**src/rtl/mux_4_to_1_rr_pkg.sv**
```systemverilog
// rtl/mux_4_to_1_rr_pkg.sv - shared constants and pointer helper for mux_4_to_1_rr
//
// Package mux_pkg: channel count, select width and the round-robin
// pointer wrap function. No ports.
package mux_pkg;

    localparam int NUM_CH = 4;
    localparam int SEL_W  = 2;

    // SEL_W bits exactly cover NUM_CH channels, so the natural 2-bit
    // overflow of k + 1 implements (k + 1) mod NUM_CH.
    function automatic logic [SEL_W-1:0] next_ptr(input logic [SEL_W-1:0] k);
        return k + SEL_W'(1);
    endfunction

endpackage

```
**src/rtl/mux_4_to_1_rr_if.sv**
```systemverilog
// rtl/mux_4_to_1_rr_if.sv - channel inputs and output stream bundle for mux_4_to_1_rr
//
// Signals:
//   i_Data0..3 / i_DV0..3 : four producer channels, one-cycle valid pulse
//   o_Data / o_Sel / o_DV : forwarded word, source channel index, valid
//   i_Ready               : downstream accept
//   o_Overflow            : sticky per-channel overflow flags
// Modports:
//   master : producer/consumer side (drives channel inputs and i_Ready)
//   slave  : the multiplexer itself
interface mux_4_to_1_rr_if #(
    parameter int WIDTH = 8
);
    import mux_pkg::*;

    logic [WIDTH-1:0]  i_Data0;
    logic [WIDTH-1:0]  i_Data1;
    logic [WIDTH-1:0]  i_Data2;
    logic [WIDTH-1:0]  i_Data3;
    logic              i_DV0;
    logic              i_DV1;
    logic              i_DV2;
    logic              i_DV3;
    logic [WIDTH-1:0]  o_Data;
    logic [SEL_W-1:0]  o_Sel;
    logic              o_DV;
    logic              i_Ready;
    logic [NUM_CH-1:0] o_Overflow;

    modport master (
        output i_Data0, i_Data1, i_Data2, i_Data3,
        output i_DV0, i_DV1, i_DV2, i_DV3,
        output i_Ready,
        input  o_Data, o_Sel, o_DV, o_Overflow
    );

    modport slave (
        input  i_Data0, i_Data1, i_Data2, i_Data3,
        input  i_DV0, i_DV1, i_DV2, i_DV3,
        input  i_Ready,
        output o_Data, o_Sel, o_DV, o_Overflow
    );

endinterface

```
**src/rtl/mux_4_to_1_rr_rr_arbiter_4.sv**
```systemverilog
// rtl/mux_4_to_1_rr_rr_arbiter_4.sv - combinational 4-way arbiter for mux_4_to_1_rr
//
// Ports:
//   req       : in  4-bit request vector (pending flags)
//   ptr       : in  2-bit round-robin start pointer
//   grant_oh  : out one-hot grant
//   grant_idx : out binary grant index
//   any_grant : out at least one request granted
// Macro MUX_FIXED_PRIORITY_EN: when defined, channel 0 always has highest
// priority and ptr is ignored; otherwise the search starts at ptr and wraps.
module rr_arbiter_4
    import mux_pkg::*;
(
    input  logic [NUM_CH-1:0] req,
    input  logic [SEL_W-1:0]  ptr,
    output logic [NUM_CH-1:0] grant_oh,
    output logic [SEL_W-1:0]  grant_idx,
    output logic              any_grant
);

    logic [SEL_W-1:0] cand;

`ifdef MUX_FIXED_PRIORITY_EN
    logic unused_ptr;
    assign unused_ptr = ^ptr;
`endif

    always_comb begin
        grant_oh  = '0;
        grant_idx = '0;
        any_grant = 1'b0;
        cand      = '0;
        for (int i = 0; i < NUM_CH; i++) begin
`ifdef MUX_FIXED_PRIORITY_EN
            cand = SEL_W'(i);
`else
            // 2-bit add wraps, giving ptr, ptr+1, ... mod 4
            cand = ptr + SEL_W'(i);
`endif
            if (!any_grant && req[cand]) begin
                any_grant      = 1'b1;
                grant_idx      = cand;
                grant_oh[cand] = 1'b1;
            end
        end
    end

endmodule

```
**src/rtl/mux_4_to_1_rr.sv**
```systemverilog
// rtl/mux_4_to_1_rr.sv - registered 4-to-1 mux with per-channel buffers and round-robin arbitration
//
// Ports:
//   i_Clk   : system clock, rising edge
//   i_Rst_L : asynchronous active-low reset
//   bus     : mux_4_to_1_rr_if.slave (channel inputs, output stream, overflow)
// Each channel owns a one-deep buffer with a pending flag. The output
// register loads the granted buffer whenever it is free (empty or being
// accepted). Words arriving at an occupied, non-draining buffer are dropped
// and flagged in o_Overflow (sticky until reset).
// Macro MUX_FIXED_PRIORITY_EN selects fixed priority (ch0 highest) and
// removes the round-robin pointer register.
module mux_4_to_1_rr
    import mux_pkg::*;
#(
    parameter int WIDTH = 8
) (
    input  logic              i_Clk,
    input  logic              i_Rst_L,
    mux_4_to_1_rr_if.slave    bus
);

    logic [NUM_CH-1:0] dv_in;
    logic [WIDTH-1:0]  data_in  [NUM_CH];
    logic [WIDTH-1:0]  data_buf [NUM_CH];
    logic [NUM_CH-1:0] pending;
    logic [NUM_CH-1:0] overflow;
    logic [WIDTH-1:0]  out_data;
    logic [SEL_W-1:0]  out_sel;
    logic              out_dv;
    logic [SEL_W-1:0]  ptr;

    logic [NUM_CH-1:0] grant_oh;
    logic [SEL_W-1:0]  grant_idx;
    logic              any_grant;
    logic              out_free;
    logic              take;
    logic [NUM_CH-1:0] drain;

    assign dv_in      = {bus.i_DV3, bus.i_DV2, bus.i_DV1, bus.i_DV0};
    assign data_in[0] = bus.i_Data0;
    assign data_in[1] = bus.i_Data1;
    assign data_in[2] = bus.i_Data2;
    assign data_in[3] = bus.i_Data3;

    // Output register may change only when empty or being accepted
    assign out_free = !out_dv || bus.i_Ready;
    assign take     = out_free && any_grant;
    assign drain    = grant_oh & {NUM_CH{take}};

    rr_arbiter_4 u_arb (
        .req       (pending),
        .ptr       (ptr),
        .grant_oh  (grant_oh),
        .grant_idx (grant_idx),
        .any_grant (any_grant)
    );

    always_ff @(posedge i_Clk or negedge i_Rst_L) begin
        if (!i_Rst_L) begin
            pending  <= '0;
            overflow <= '0;
            out_data <= '0;
            out_sel  <= '0;
            out_dv   <= 1'b0;
            for (int n = 0; n < NUM_CH; n++) begin
                data_buf[n] <= '0;
            end
        end else begin
            for (int n = 0; n < NUM_CH; n++) begin
                if (dv_in[n]) begin
                    // A buffer being drained this edge frees up in time
                    // for the new word, so capture+drain loses nothing.
                    if (!pending[n] || drain[n]) begin
                        data_buf[n] <= data_in[n];
                        pending[n]  <= 1'b1;
                    end else begin
                        overflow[n] <= 1'b1;
                    end
                end else if (drain[n]) begin
                    pending[n] <= 1'b0;
                end
            end

            if (out_free) begin
                if (any_grant) begin
                    out_data <= data_buf[grant_idx];
                    out_sel  <= grant_idx;
                    out_dv   <= 1'b1;
                end else begin
                    out_dv   <= 1'b0;
                end
            end
        end
    end

`ifdef MUX_FIXED_PRIORITY_EN
    assign ptr = '0;
`else
    always_ff @(posedge i_Clk or negedge i_Rst_L) begin
        if (!i_Rst_L) begin
            ptr <= '0;
        end else if (take) begin
            ptr <= next_ptr(grant_idx);
        end
    end
`endif

    assign bus.o_Data     = out_data;
    assign bus.o_Sel      = out_sel;
    assign bus.o_DV       = out_dv;
    assign bus.o_Overflow = overflow;

endmodule

```
**src/flat_wrapper.sv**
```systemverilog
// flat-port wrapper written by rule: the top's interface ports become plain ports
module mux_4_to_1_rr_flat import mux_pkg::*;
#(
    parameter int WIDTH = 8
)
  (i_Clk, i_Rst_L, bus_i_Data0, bus_i_Data1, bus_i_Data2, bus_i_Data3, bus_i_DV0, bus_i_DV1, bus_i_DV2, bus_i_DV3, bus_i_Ready, bus_o_Data, bus_o_Sel, bus_o_DV, bus_o_Overflow);
  mux_4_to_1_rr_if #(.WIDTH(WIDTH)) bus_i ();
  input  logic i_Clk;
  input  logic i_Rst_L;
  input wire logic [$bits(bus_i.i_Data0)-1:0] bus_i_Data0;
  input wire logic [$bits(bus_i.i_Data1)-1:0] bus_i_Data1;
  input wire logic [$bits(bus_i.i_Data2)-1:0] bus_i_Data2;
  input wire logic [$bits(bus_i.i_Data3)-1:0] bus_i_Data3;
  input wire logic [$bits(bus_i.i_DV0)-1:0] bus_i_DV0;
  input wire logic [$bits(bus_i.i_DV1)-1:0] bus_i_DV1;
  input wire logic [$bits(bus_i.i_DV2)-1:0] bus_i_DV2;
  input wire logic [$bits(bus_i.i_DV3)-1:0] bus_i_DV3;
  input wire logic [$bits(bus_i.i_Ready)-1:0] bus_i_Ready;
  output wire logic [$bits(bus_i.o_Data)-1:0] bus_o_Data;
  output wire logic [$bits(bus_i.o_Sel)-1:0] bus_o_Sel;
  output wire logic [$bits(bus_i.o_DV)-1:0] bus_o_DV;
  output wire logic [$bits(bus_i.o_Overflow)-1:0] bus_o_Overflow;
  assign bus_i.i_Data0 = bus_i_Data0;
  assign bus_i.i_Data1 = bus_i_Data1;
  assign bus_i.i_Data2 = bus_i_Data2;
  assign bus_i.i_Data3 = bus_i_Data3;
  assign bus_i.i_DV0 = bus_i_DV0;
  assign bus_i.i_DV1 = bus_i_DV1;
  assign bus_i.i_DV2 = bus_i_DV2;
  assign bus_i.i_DV3 = bus_i_DV3;
  assign bus_i.i_Ready = bus_i_Ready;
  assign bus_o_Data = bus_i.o_Data;
  assign bus_o_Sel = bus_i.o_Sel;
  assign bus_o_DV = bus_i.o_DV;
  assign bus_o_Overflow = bus_i.o_Overflow;
  mux_4_to_1_rr #(.WIDTH(WIDTH)) u_core (.i_Clk(i_Clk), .i_Rst_L(i_Rst_L), .bus(bus_i));
endmodule
```
**config.mk**
```make
export PLATFORM = sky130hd
export DESIGN_NAME = mux_4_to_1_rr_flat
export DESIGN_NICKNAME = d
export VERILOG_FILES = /design/src/rtl/mux_4_to_1_rr_pkg.sv /design/src/rtl/mux_4_to_1_rr_if.sv /design/src/rtl/mux_4_to_1_rr_rr_arbiter_4.sv /design/src/rtl/mux_4_to_1_rr.sv /design/src/flat_wrapper.sv
export SDC_FILE = /design/constraint.sdc
export NUM_CORES = 1
export LEC_CHECK = 0
export BUFFER_PORTS_ARGS = -buffer_cell sky130_fd_sc_hd__buf_4
export CORE_ASPECT_RATIO = 0.7
export CORE_UTILIZATION = 40
export DETAILED_ROUTE_END_ITERATION = 8
export PLACE_DENSITY = 0.68
export SYNTH_ARGS = -nofsm -noshare
export SYNTH_HDL_FRONTEND = slang
export SYNTH_SLANG_ARGS = --single-unit
```
**constraint.sdc**
```tcl
create_clock -name i_Clk -period 5.7 [get_ports i_Clk]
set_clock_uncertainty 0.15 [all_clocks]
set_input_delay 0.855 -clock i_Clk [delete_from_list [all_inputs] [get_ports i_Clk]]
set_output_delay 0.855 -clock i_Clk [all_outputs]
set_load 0.005 [all_outputs]
```
# --- Yosys cells after proc, flatten, opt, wreduce, memory -nomap -nowiden ---
# Cells that the tools add are included.
totals:
  register_bits: 53
  inputBits: 39
  output_inout_bits: 15
op_classes:
  add_sub_neg: 4
  magnitude_cmp: 9
  n_eq_ne: 4
  n_mux: 44
  n_bitwise: 9
  reduce_logical: 38
ops:
  columns: ["operator", "n"]
  rows:
  - ["2-bit AND reduction", 13]
  - ["1-bit 2-to-1 mux", 25]
  - ["8-bit binary-select mux with 2-bit select", 1]
  - ["4-bit 2-to-1 mux", 4]
  - ["8-bit 2-to-1 mux", 2]
  - ["2-bit by 3-bit < comparator with 1-bit output (second input constant)", 4]
  - ["4-bit bitwise OR", 3]
  - ["1-bit binary-select mux with 2-bit select", 4]
  - ["1-bit demux with 2-bit select", 4]
  - ["2-bit by 1-bit >= comparator with 1-bit output (second input constant)", 4]
  - ["1-bit logical AND", 8]
  - ["1-bit zero test", 8]
  - ["2-bit 2-to-1 mux", 4]
  - ["2-bit by 1-bit != test with 1-bit output (second input constant)", 4]
  - ["2-bit nonzero test", 4]
  - ["1-bit logical OR", 5]
  - ["2-bit by 1-bit adder with 2-bit output (second input constant)", 2]
  - ["2-bit adder (second input constant)", 2]
  - ["4-bit bitwise AND", 1]
  - ["1-bit NOT", 4]
  - ["3-bit >= comparator (second input constant)", 1]
  - ["2-bit NOT with 3-bit output", 1]

# --- Logic depth before layout (Yosys ltp) ---
logic_depth:
  ltp_word: 17
  ltp_mapped: 11

# --- Hierarchy ---
# From an unflattened synthesis, not the netlist that was laid out.
hier_totals:
  hier_cells: 263
  area_unflattened_um2: 2801.4
modules_own_cells:
  columns: ["module", "instances", "cells_per_inst", "area_per_inst_um2", "seq_area_each_um2"]
  rows:
  - ["mux_4_to_1_rr", 1, 218, 2382.3, 1326.3]
  - ["rr_arbiter_4", 1, 45, 419.2, 0.0]

# --- Least setup slack after synthesis ---
# OpenSTA, ideal clock, no wires.
synth_timing:
  kind: "flip-flop to flip-flop"
  from: "register u_core.ptr[0]"
  to: "register u_core.data_buf[0] (netlist bit)"
  arrival_ns: 2.701
  slack_ns: 2.724
  path_stages_with_launch: 11
  synth_period_minus_slack_ns: 2.976
  path_cell_list: "dfrtp_1 -> buf_6 -> inv_1 -> ha_1 -> clkbuf_2 -> mux4_2 -> nor2b_4 -> a221o_1 -> o221ai_2 -> a21boi_4 -> mux2_4"
synth_via:
  elab_chain_len: 16
  word_cells_on_any_way: 52
  classes_between: "add/sub (3); order compare (8); mux (24); bitwise (4); reduce/logical (13)"
synth_rtl:
  columns: ["element", "line_no", "rtl"]
  rows:
  - ["from (decl)", "mux_4_to_1_rr.sv:31", "logic [SEL_W-1:0] ptr;"]
  - ["from (signal assigned)", "mux_4_to_1_rr.sv:104", "ptr <= next_ptr(grant_idx);"]
  - ["parallel branches: the longest is 13 deep, another holds 2-bit by 3-bit < comparator with 1-bit output", null, null]
  - ["4-bit bitwise AND (*)", "mux_4_to_1_rr.sv:49", "assign drain = grant_oh & {NUM_CH{take}};"]
  - ["1-bit logical OR (*)", "mux_4_to_1_rr.sv:74", "if (!pending[n] || drain[n]) begin"]
  - ["2-bit AND reduction (no source line) (*)", null, null]
  - ["to (signal, indexed assignment)", "mux_4_to_1_rr.sv:75", "data_buf[n] <= data_in[n];"]
  - ["to (decl)", "mux_4_to_1_rr.sv:25", "logic [WIDTH-1:0] data_buf [NUM_CH];"]
# Mark *: on every way between the ends. The select of a mux whose other input is x is not followed.
# A chain may end at the register's enable or synchronous reset.

# --- Worst setup path after layout ---
layout_timing:
  from: "register u_core.ptr[0]"
  to: "register u_core.out_data[7], in the netlist u_core.bus.o_Data[7]"
layout_via:
  elab_chain_len: 16
  word_cells_on_any_way: 30
  classes_between: "add/sub (3); mux (19); bitwise (1); reduce/logical (7)"
layout_rtl:
  columns: ["element", "line_no", "rtl"]
  rows:
  - ["parallel branches: the longest is 16 deep, another holds 2-bit by 1-bit adder with 2-bit output", null, null]
  - ["to (signal assigned)", "mux_4_to_1_rr.sv:87", "out_data <= data_buf[grant_idx];"]
  - ["to (decl)", "mux_4_to_1_rr.sv:28", "logic [WIDTH-1:0] out_data;"]
# Parallel ways; which one is timed is not known. The select of a mux whose other input is x is not followed.

==> run_results.csv <==
group,metric,value,unit
floorplan,start_util,41.9,%
setup_path,cp_max_fo,16,
sta,setup_slack,2110,ps
cts,cts.path.max_buffers,2,
job,max_cap_viol_count,0,
sta,period_minus_slack,3590,ps
floorplan,die_h,72.9,um
synthesis,ys_async_sr_fraction,100,%
synthesis,syn_area,0.00287,mm^2
sta,worstMarginPinSlew,980,ps
synthesis,yosys_warnings,0,
cells_and_area,n_antenna_cell,0,
place,placed_cells,344,
pwr,p_leak,1.53,nW
global_route,grt_usage,16.9,%
global_route,use_met1,29.0,%
synthesis,syn_area_per_cell,13.9,um^2
global_route,met2_usage,20.8,%
run_status,status,"completed",
setup_path,cp_slowest_cell,"dfrtp_1",
cells_and_area,area_growth,18.4,%
sta,slew_headroom,34.7,%
setup_path,crit_path_start,"u_core.ptr[0]$_DFFE_PN0P_",
pwr,ir_drop,0.213,mV
cells_and_area,finish.utilization,49.6,%
cells_and_area,drive_above_1_share,42.6,%
route,via_per_inst,5.18,
synthesis,synth_nets,253,
sta,fin_crit_sh,63.0,%
cts,cts_tree,"built",
setup_path,r2r-end,"u_core.bus.o_Data[7]$_DFFE_PN0P_",
cts,h-tree-depth,2,
route,drt_iter0_drc,115,
cts,ctsResizeCount,0,
floorplan,dieWidth,103,um
cts,cts.sinks,53,
global_route,grt-busiest-layer,"met1",
sta,clock.fmax,0.279,GHz
floorplan,core,0.00685,mm^2
place,io_buffer_count,53,
cts,hold_buffers,0,
sta,rsz0062_at_grt,"false",
cts,cts.clk_slew.worst_paths,90,ps
floorplan,rows,25,
floorplan,dieArea,0.00752,mm^2
cts,cts-root-buf,"clkbuf_8",
cells_and_area,nets,304,
setup_path,max_stage_delay,700,ps
place,pre_cts_slack,2150,ps
sta,holdWs,335,ps
setup_path,path_cells,"inv_1, ha_1, mux4_2, nor2b_4, nor2_1, o32ai_4, mux2i_1, o221ai_1",
synthesis,syn_inst,206,
global_route,grt_max_degree,54,
synthesis,ys_seq_area_share,46.2,%
global_route,grt_overflow_total,0,
setup_path,rrSetupSlack,2110,ps
pwr,powerDensity,559,mW/mm^2
global_route,grt_pass1_vias,1724,
route,antenna_left,0,
sta,setup_viol,0,
route,vias,1824,
synthesis,synth_seq_cells,53,
cts,cts_buffers,5,
route,drc,0,
setup_path,cp.arrival,3600,ps
sta,maxSlewViolCount,0,
place,dp_hpwl,4430,um
worst_hold_path,min_path_type,"flip-flop to flip-flop",
route,wl_per_cell,16.9,um
global_route,gr-usage-met3,3.54,%
global_route,grt_pass1_wl,9430,um
setup_path,start_kind,"flip-flop",
setup_path,cp-endpoint,"u_core.bus.o_Data[7]$_DFFE_PN0P_",
sta,tns,0,ps
synthesis,synth_edf_count,0,
route,routed_wl,5960,um
synthesis,synthFlopType,"dfrtp_1",
setup_path,endpoint_kind,"flip-flop",
synthesis,ys_types,41,
setup_path,timing.rr.start,"u_core.ptr[0]$_DFFE_PN0P_",
setup_path,cp.required,5710,ps
global_route,grt_antenna_before_repair,0,
cells_and_area,instances_no_fill,352,
floorplan,ioPinCount,54,
cts,post_cts_buffers,0,
place,gp_congestion,0.914,
setup_path,path_class,"flip-flop to flip-flop",
setup_path,reg2reg_depth,8,
cts,clk-insertion-delay-late,300,ps
route,drt_pass1_iterations,4,
sta,finalHoldViolCount,0,
sequential cells by signal, indices dropped and copies added, names as in the netlist:
signal	cells
u_core.pending	4
u_core.bus.o_Overflow	4
u_core.ptr	2
u_core.data_buf	32
u_core.bus.o_Data	8
u_core.bus.o_DV	1
u_core.bus.o_Sel	2
per-stage QoR:
stage / power (mW) / area [um^2]
finish: 1.90 / 3400
global route: 2.02 / 3400
CTS: 1.91 / 3400
detailed placement: 1.69 / 3310
global placement: 1.68 / 3310
floorplan: 1.48 / 2870
worst max-delay path, delay by kind of cell, from the launching register on:
kind	cells	cell delay [ps]
muxes	2	760
AOI/OAI and AO/OA	2	720
DFF	1	700
adders and majority gates	1	510
buffers and inverters	1	320
and+or+nand+nor	2	300
cells in the final DEF (no fill, tap or decap), types with 2 or more instances in the layout:
| master | synthesis | routed |
|---|---|---|
| o21ai_0 | 3 | 3 |
| a21boi_4 | 4 | 4 |
| nand2b_1 | 2 | 2 |
| o221ai_1 | 8 | 8 |
| a21boi_0 | 5 | 5 |
| ha_1 | 8 | 8 |
| and3b_1 | 2 | 2 |
| buf_4 | 2 | 54 |
| nand2_1 | 17 | 17 |
| nor3b_1 | 3 | 3 |
| a221o_1 | 4 | 4 |
| inv_1 | 3 | 3 |
| mux2_4 | 32 | 32 |
| dfrtp_1 | 53 | 53 |
| clkinvlp_4 | 0 | 2 |
| a21o_1 | 3 | 3 |
| mux4_2 | 2 | 2 |
| a31o_2 | 4 | 4 |
| mux2i_1 | 20 | 20 |
| o221ai_2 | 4 | 4 |
| clkbuf_8 | 0 | 5 |
| nor2_1 | 3 | 3 |
| nor3_1 | 2 | 2 |
where the power goes:
group	switching (mW)	internal (mW)	leakage, nW
Clock	0.122	0.0868	0.0374
Combinational	0.420	0.545	0.885
Sequential	0.178	0.549	0.608
Total	0.719	1.18	1.53
cell usage after synthesis (2+ instances only):
cell type / instances / area (um^2)
dfrtp_1: 53 / 1330
mux2_4: 32 / 480
mux2i_1: 20 / 200
nand2_1: 17 / 63.8
ha_1: 8 / 100
o221ai_1: 8 / 70.1
a21boi_0: 5 / 37.5
a21boi_4: 4 / 75.1
a221o_1: 4 / 40.0
a31o_2: 4 / 35.0
o221ai_2: 4 / 60.1
a21o_1: 3 / 22.5
buf_6: 3 / 33.8
inv_1: 3 / 11.3
nor2_1: 3 / 11.3
nor3b_1: 3 / 22.5
o21ai_0: 3 / 15.0
and3b_1: 2 / 17.5
buf_4: 2 / 15.0
mux4_2: 2 / 45.0
nand2b_1: 2 / 12.5
nor3_1: 2 / 10.0
how the worst min path moves through the flow:
| stage | from | end | cells past startpoint |
|---|---|---|---|
| 6_report | u_core.bus.o_Overflow[0]$_DFFE_PN0P_ | u_core.bus.o_Overflow[0]$_DFFE_PN0P_ | 1 |
| 2_1_floorplan | u_core.bus.o_Overflow[0]$_DFFE_PN0P_ | u_core.bus.o_Overflow[0]$_DFFE_PN0P_ | 1 |
| 3_3_place_gp | u_core.bus.o_Overflow[1]$_DFFE_PN0P_ | u_core.bus.o_Overflow[1]$_DFFE_PN0P_ | 1 |
| 4_1_cts | u_core.bus.o_Overflow[0]$_DFFE_PN0P_ | u_core.bus.o_Overflow[0]$_DFFE_PN0P_ | 1 |
| 3_5_place_dp | u_core.bus.o_Overflow[2]$_DFFE_PN0P_ | u_core.bus.o_Overflow[2]$_DFFE_PN0P_ | 1 |
| 5_1_grt | u_core.bus.o_Overflow[0]$_DFFE_PN0P_ | u_core.bus.o_Overflow[0]$_DFFE_PN0P_ | 1 |
per-layer routing:
| metal | wire, um | vias to the layer above |
|---|---|---|
| li1 | - | 869 |
| met1 | 3350 | 905 |
| met2 | 2330 | 48 |
| met3 | 261 | 2 |
| met4 | 19 | 0 |
| met5 | 0 | - |
cell families (layout without fill, tap and decap cells):
kind of cell	after synthesis	after routing	synth area share (%)
compound gates	45	45	15.7
fa+ha+maj	8	8	3.49
mux	54	54	25.3
simple gates	31	31	5.45
flops	53	53	46.2
xor+xnor	2	2	0.610
buf+inv	13	65	3.22
final cells by class:
class | count | area, um^2
sequential | 53 | 1330
clock inverter | 2 | 15.0
tap | 94 | 118
timing repair buffer | 54 | 405
multi-input combinational | 140 | 1450
clock buffer | 6 | 72.6
inverter | 3 | 11.3
fill | 602 | 3450
Power figures use the tool's default switching activity.
